==> src/rtl/monitor_word_tx_if.sv <==
// Word handshake between the FIFO drain logic (master) and the UART word serializer (slave).
interface monitor_word_tx_if #(
  parameter int TX_BYTES = 4
) ();
  logic                  tx_valid_i;
  logic                  tx_ready_o;
  logic [TX_BYTES*8-1:0] tx_data_i;

  modport master (output tx_valid_i, output tx_data_i, input tx_ready_o);
  modport slave  (input tx_valid_i, input tx_data_i, output tx_ready_o);
endinterface

==> src/rtl/monitor_word_tx.sv <==
// Serializes one TX_BYTES*8-bit word into TX_BYTES 8N1 frames, MS byte first, LSB-first bits.
// Optional feature: define MONITOR_TX_PARITY_EN to insert an even parity bit before stop.
module monitor_word_tx #(
  parameter int CLK_FREQ = 50_000_000,
  parameter int BAUD     = 115_200,
  parameter int TX_BYTES = 4
) (
  input  logic              clk_i,
  input  logic              rst_i,
  monitor_word_tx_if.slave  bus,
  output logic              tx_o,
  output logic              busy_o
);

  localparam int CLKS_PER_BIT = CLK_FREQ / BAUD;
  localparam int BAUD_W       = $clog2(CLKS_PER_BIT);
  localparam int BYTE_W       = (TX_BYTES > 1) ? $clog2(TX_BYTES) : 1;
  localparam int W            = TX_BYTES * 8;

  localparam logic [BAUD_W-1:0] BAUD_LAST = BAUD_W'(CLKS_PER_BIT - 1);
  localparam logic [BYTE_W-1:0] BYTE_LAST = BYTE_W'(TX_BYTES - 1);

`ifdef MONITOR_TX_PARITY_EN
  typedef enum logic [2:0] {IDLE, START, DATA, PARITY, STOP} state_t;
`else
  typedef enum logic [1:0] {IDLE, START, DATA, STOP} state_t;
`endif

  state_t            state_reg;
  logic [BAUD_W-1:0] baud_cnt_reg;
  logic [2:0]        bit_cnt_reg;
  logic [BYTE_W-1:0] byte_cnt_reg;
  logic [W-1:0]      word_reg;
  logic [7:0]        cur_byte;

  // The byte on the line always sits in the top of the word register.
  assign cur_byte = word_reg[W-1 -: 8];

  always_ff @(posedge clk_i or posedge rst_i) begin
    if (rst_i) begin
      state_reg      <= IDLE;
      tx_o           <= 1'b1;
      bus.tx_ready_o <= 1'b1;
      busy_o         <= 1'b0;
      baud_cnt_reg   <= '0;
      bit_cnt_reg    <= '0;
      byte_cnt_reg   <= '0;
      word_reg       <= '0;
    end else if (state_reg == IDLE) begin
      if (bus.tx_valid_i && bus.tx_ready_o) begin
        word_reg       <= bus.tx_data_i;
        state_reg      <= START;
        tx_o           <= 1'b0;
        bus.tx_ready_o <= 1'b0;
        busy_o         <= 1'b1;
        baud_cnt_reg   <= '0;
        bit_cnt_reg    <= '0;
        byte_cnt_reg   <= '0;
      end
    end else if (baud_cnt_reg != BAUD_LAST) begin
      baud_cnt_reg <= baud_cnt_reg + BAUD_W'(1);
    end else begin
      baud_cnt_reg <= '0;
      case (state_reg)
        START: begin
          state_reg   <= DATA;
          bit_cnt_reg <= '0;
          tx_o        <= cur_byte[0];
        end
        DATA: begin
          if (bit_cnt_reg == 3'd7) begin
`ifdef MONITOR_TX_PARITY_EN
            state_reg <= PARITY;
            tx_o      <= ^cur_byte;
`else
            state_reg <= STOP;
            tx_o      <= 1'b1;
`endif
          end else begin
            bit_cnt_reg <= bit_cnt_reg + 3'd1;
            tx_o        <= cur_byte[bit_cnt_reg + 3'd1];
          end
        end
`ifdef MONITOR_TX_PARITY_EN
        PARITY: begin
          state_reg <= STOP;
          tx_o      <= 1'b1;
        end
`endif
        STOP: begin
          if (byte_cnt_reg == BYTE_LAST) begin
            // Ready comes back together with IDLE so a waiting word costs one idle clock.
            state_reg      <= IDLE;
            tx_o           <= 1'b1;
            bus.tx_ready_o <= 1'b1;
            busy_o         <= 1'b0;
            byte_cnt_reg   <= '0;
          end else begin
            state_reg    <= START;
            tx_o         <= 1'b0;
            byte_cnt_reg <= byte_cnt_reg + BYTE_W'(1);
            word_reg     <= word_reg << 8;
          end
        end
        default: begin
          state_reg <= IDLE;
          tx_o      <= 1'b1;
        end
      endcase
    end
  end

endmodule

==> src/flat_wrapper.sv <==
// flat-port wrapper written by rule: the top's interface ports become plain ports
module monitor_word_tx_flat 
#(
  parameter int CLK_FREQ = 50_000_000,
  parameter int BAUD     = 115_200,
  parameter int TX_BYTES = 4
)
  (clk_i, rst_i, tx_o, busy_o, bus_tx_valid_i, bus_tx_data_i, bus_tx_ready_o);
  monitor_word_tx_if #(.TX_BYTES(TX_BYTES)) bus_i ();
  input  logic clk_i;
  input  logic rst_i;
  output logic tx_o;
  output logic busy_o;
  input wire logic [$bits(bus_i.tx_valid_i)-1:0] bus_tx_valid_i;
  input wire logic [$bits(bus_i.tx_data_i)-1:0] bus_tx_data_i;
  output wire logic [$bits(bus_i.tx_ready_o)-1:0] bus_tx_ready_o;
  assign bus_i.tx_valid_i = bus_tx_valid_i;
  assign bus_i.tx_data_i = bus_tx_data_i;
  assign bus_tx_ready_o = bus_i.tx_ready_o;
  monitor_word_tx #(.CLK_FREQ(CLK_FREQ), .BAUD(BAUD), .TX_BYTES(TX_BYTES)) u_core (.clk_i(clk_i), .rst_i(rst_i), .bus(bus_i), .tx_o(tx_o), .busy_o(busy_o));
endmodule
==> config.mk <==
export PLATFORM = sky130hd
export DESIGN_NAME = monitor_word_tx_flat
export DESIGN_NICKNAME = d
export VERILOG_FILES = /design/src/rtl/monitor_word_tx_if.sv /design/src/rtl/monitor_word_tx.sv /design/src/flat_wrapper.sv
export SDC_FILE = /design/constraint.sdc
export NUM_CORES = 1
export LEC_CHECK = 0
export ABC_AREA = 1
export ABC_CLOCK_PERIOD_IN_PS = 1820
export CORE_ASPECT_RATIO = 0.6
export CORE_MARGIN = 8
export CORE_UTILIZATION = 45
export CTS_BUF_LIST = sky130_fd_sc_hd__clkbuf_8
export CTS_CLUSTER_SIZE = 8
export DETAILED_ROUTE_END_ITERATION = 6
export PLACE_DENSITY = 0.82
export REMOVE_ABC_BUFFERS = 1
export SYNTH_ARGS = -nofsm -noshare
export SYNTH_HDL_FRONTEND = slang
export SYNTH_SLANG_ARGS = --single-unit
==> constraint.sdc <==
create_clock -name clk_i -period 1.82 [get_ports clk_i]
set_input_delay 0.364 -clock clk_i [delete_from_list [all_inputs] [get_ports clk_i]]
set_output_delay 0.364 -clock clk_i [all_outputs]
set_load 0.01 [all_outputs]
==> impl_metrics.ini <==
[floorplanning]
dieArea_sq_um = 9190
die_y_microns = 77.5
start_util_pct = 46.4
io_pins = 38
rows = 22
die_w_microns = 119
core-area_sq_um = 6110

[yosys]
yosys.area.top_type = dfrtp_1
synth_edf_count = 0
ys_ff_latch = 51
netlist_instances = 287
netlist_top_cells_count = 54 x nand2_1, 49 x dfrtp_1, 32 x o21ai_2, 28 x nand2_2, 24 x mux2i_1
async_flop_share_pct = 100
synth-seq-area-share_pct = 45.1
syn_area_per_cell_sq_um = 9.89
synth.top_cell.area_share_pct = 43.2
yosysWarnings = 0
synthFlopType = dfrtp_1
synthDistinctLibCells = 29
syn_area_sq_um = 2840
synth.most_common_cell = nand2_1
ys_top_cells_by_area = dfrtp_1 43%, o21ai_2 9.9%, mux2i_1 8.5%

[layout]
synthToLayoutAreaGrowth_pct = 23.2
nets = 379
largest_register_ffs = 32
antenna_cells = 0
final_util_pct = 57.2
drive_gt1_share_pct = 28.7

[detailed_routing]
wl_per_cell_microns = 14.4
vias_per_cell = 5.08
drtIter0Drc = 150
vias = 2125
detail-route-antenna-nets = 0
drc = 0
drt_wl_total_microns = 6010
drt_pass1_iterations = 4

[placed_design]
post-place-ws_ns = 0.0273
io_buffers = 37
dp_hpwl_microns = 4360
gp_congestion = 0.869

[critical_path]
worst_setup_path_end_kind = output pin
rr_worst_depth = 9
cp_max_fo = 3
path_delay_family = flip-flops
worstPathCellList = clkdlybuf4s50_1
critPathBufInv = 1
arrival_ns = 1.37
critical_path_depth = 1
slowest_delay_ns = 0.55
crit_required_ns = 1.46
cp-start-kind = flop
crit_type = flop to output pin
crit_slowest_cell = dfstp_2

[grt]
grt_pass1_wl_microns = 9970
grt_pass1_vias = 2107
grt_start_max_net_pins = 45
grt_use_total_pct = 12.9
grt_antenna_before_repair = 0
grt.overflow.total = 0

[clock_tree]
cts_root_buffer = clkbuf_8
numClockSinks = 51
cts.path.max_buffers = 2
cts_hold_buf = 0
cts_tree = built
htree_levels = 2
clkTransAtPathRegs_ns = 0.09
cts_buffers = 5
cts_setup_buffers = 0
clock_latency_ns = 0.29

[sta]
max_slew.worst_pin.slew_ns = 0.388
finClkSkew_ns = 0.00545
worst_slack_ns = 0.0832
slew_headroom_pct = 74.1
final-setup-viol-count = 0
post-route-min-period_ns = 1.74
rsz0062_at_grt = false
drv_slew = 0
fmax_mhz = 576
post-route-period-util_pct = 95.4
report.final.hold_viol_count = 0

[power_and_ir_drop]
ir_worst_vdd_v = 0.000272
power_density_nw_per_um2 = 563
p_leak_nw = 1.74

[run]
cap_violations = 0

[min_path]
hp-class = input pin to asynchronous set/reset pin

[outcome]
status = finished clean
==> cells by family (layout without fill, tap and decap cells) <==
group	count (synthesis)	after routing	synth area share, %
and+or+nand+nor	112	112	20.4
AOI/OAI and AO/OA	57	57	14.6
DFF	51	51	45.1
buffers and inverters	29	76	5.64
muxes	24	24	8.47
adders and majority gates	11	11	4.85
xor gates and xnor gates	3	3	0.926
==> where the power goes <==
group	switching, W	internal (W)
clock network	0.000362	0.000342
registers	0	0.00113
logic	0.0000525	0.0000804
==> area by class of cell <==
cell class | instances | area (sq um)
flip-flops and latches | 51 | 1280
repair buffers | 49 | 523
clock buffers | 7 | 96.3
inverters | 19 | 71.3
multi-input cells | 207 | 1420
clock inverters | 1 | 3.75
fillers | 555 | 2620
well taps | 84 | 105
==> worst register-to-register path, cell delays in order, from the launching register on <==
cell	delay (ns)
dfrtp_1	0.44
inv_2	0.10
ha_4	0.19
buf_4	0.15
nor2_4	0.21
nor2_8	0.05
nand2_4	0.11
buf_4	0.23
nand2_1	0.09
o21ai_2	0.06
==> what timing repair did <==
item | CTS | global route
resized for setup | 0 | 8
hold endpoints to repair | 0 | 0
setup endpoints to repair | 0 | 39
==> placed cells by master (no fill, tap or decap), types with 7 or more instances in the layout <==
cell             instances
o21ai_2                 32
nand3_1                 12
clkbuf_8                 7
inv_1                   15
nand2_1                 53
mux2i_1                 24
clkdlybuf4s50_1         37
ha_1                    10
buf_4                    8
o21ai_0                 11
nand2_2                 29
dfrtp_1                 49
==> metrics by stage <==
step	power (W)	cells	instance area, sq um	hold WS [ns]	TNS (ns)
after floorplan	0.00120	277	2750	0.455	-59.41
after global placement	0.00129	409	3350	0.460	0
after detailed placement	0.00129	409	3350	0.462	0
after CTS	0.00200	417	3450	0.373	0
after global routing	0.00206	418	3500	0.392	0
final	0.00197	418	3500	0.363	0
==> final timing paths <==
kind,startpoint,end,slack [ns]
min reg2reg,u_core.bus.tx_ready_o$_DFFE_PP1P_,u_core.bus.tx_ready_o$_DFFE_PP1P_,0.47
max reg2reg,u_core.state_reg[1]$_DFFE_PP0P_,u_core.word_reg[28]$_DFFE_PP0P_,0.12
min in group clk_i,u_core.bus.tx_ready_o$_DFFE_PP1P_,u_core.bus.tx_ready_o$_DFFE_PP1P_,0.47
max,u_core.bus.tx_ready_o$_DFFE_PP1P_,bus_tx_ready_o,0.08
min,rst_i,u_core.word_reg[1]$_DFFE_PP0P_,0.36
max in group asynchronous,rst_i,u_core.word_reg[19]$_DFFE_PP0P_,0.92
==> per-layer routing <==
layer | GRT usage (%) | part of all wire, %
met5 | 0 | 0
met4 | 1.88 | 0.17
met3 | 3.61 | 5.0
met2 | 19.6 | 45
met1 | 18.1 | 50
Power figures use the tool's default switching activity.
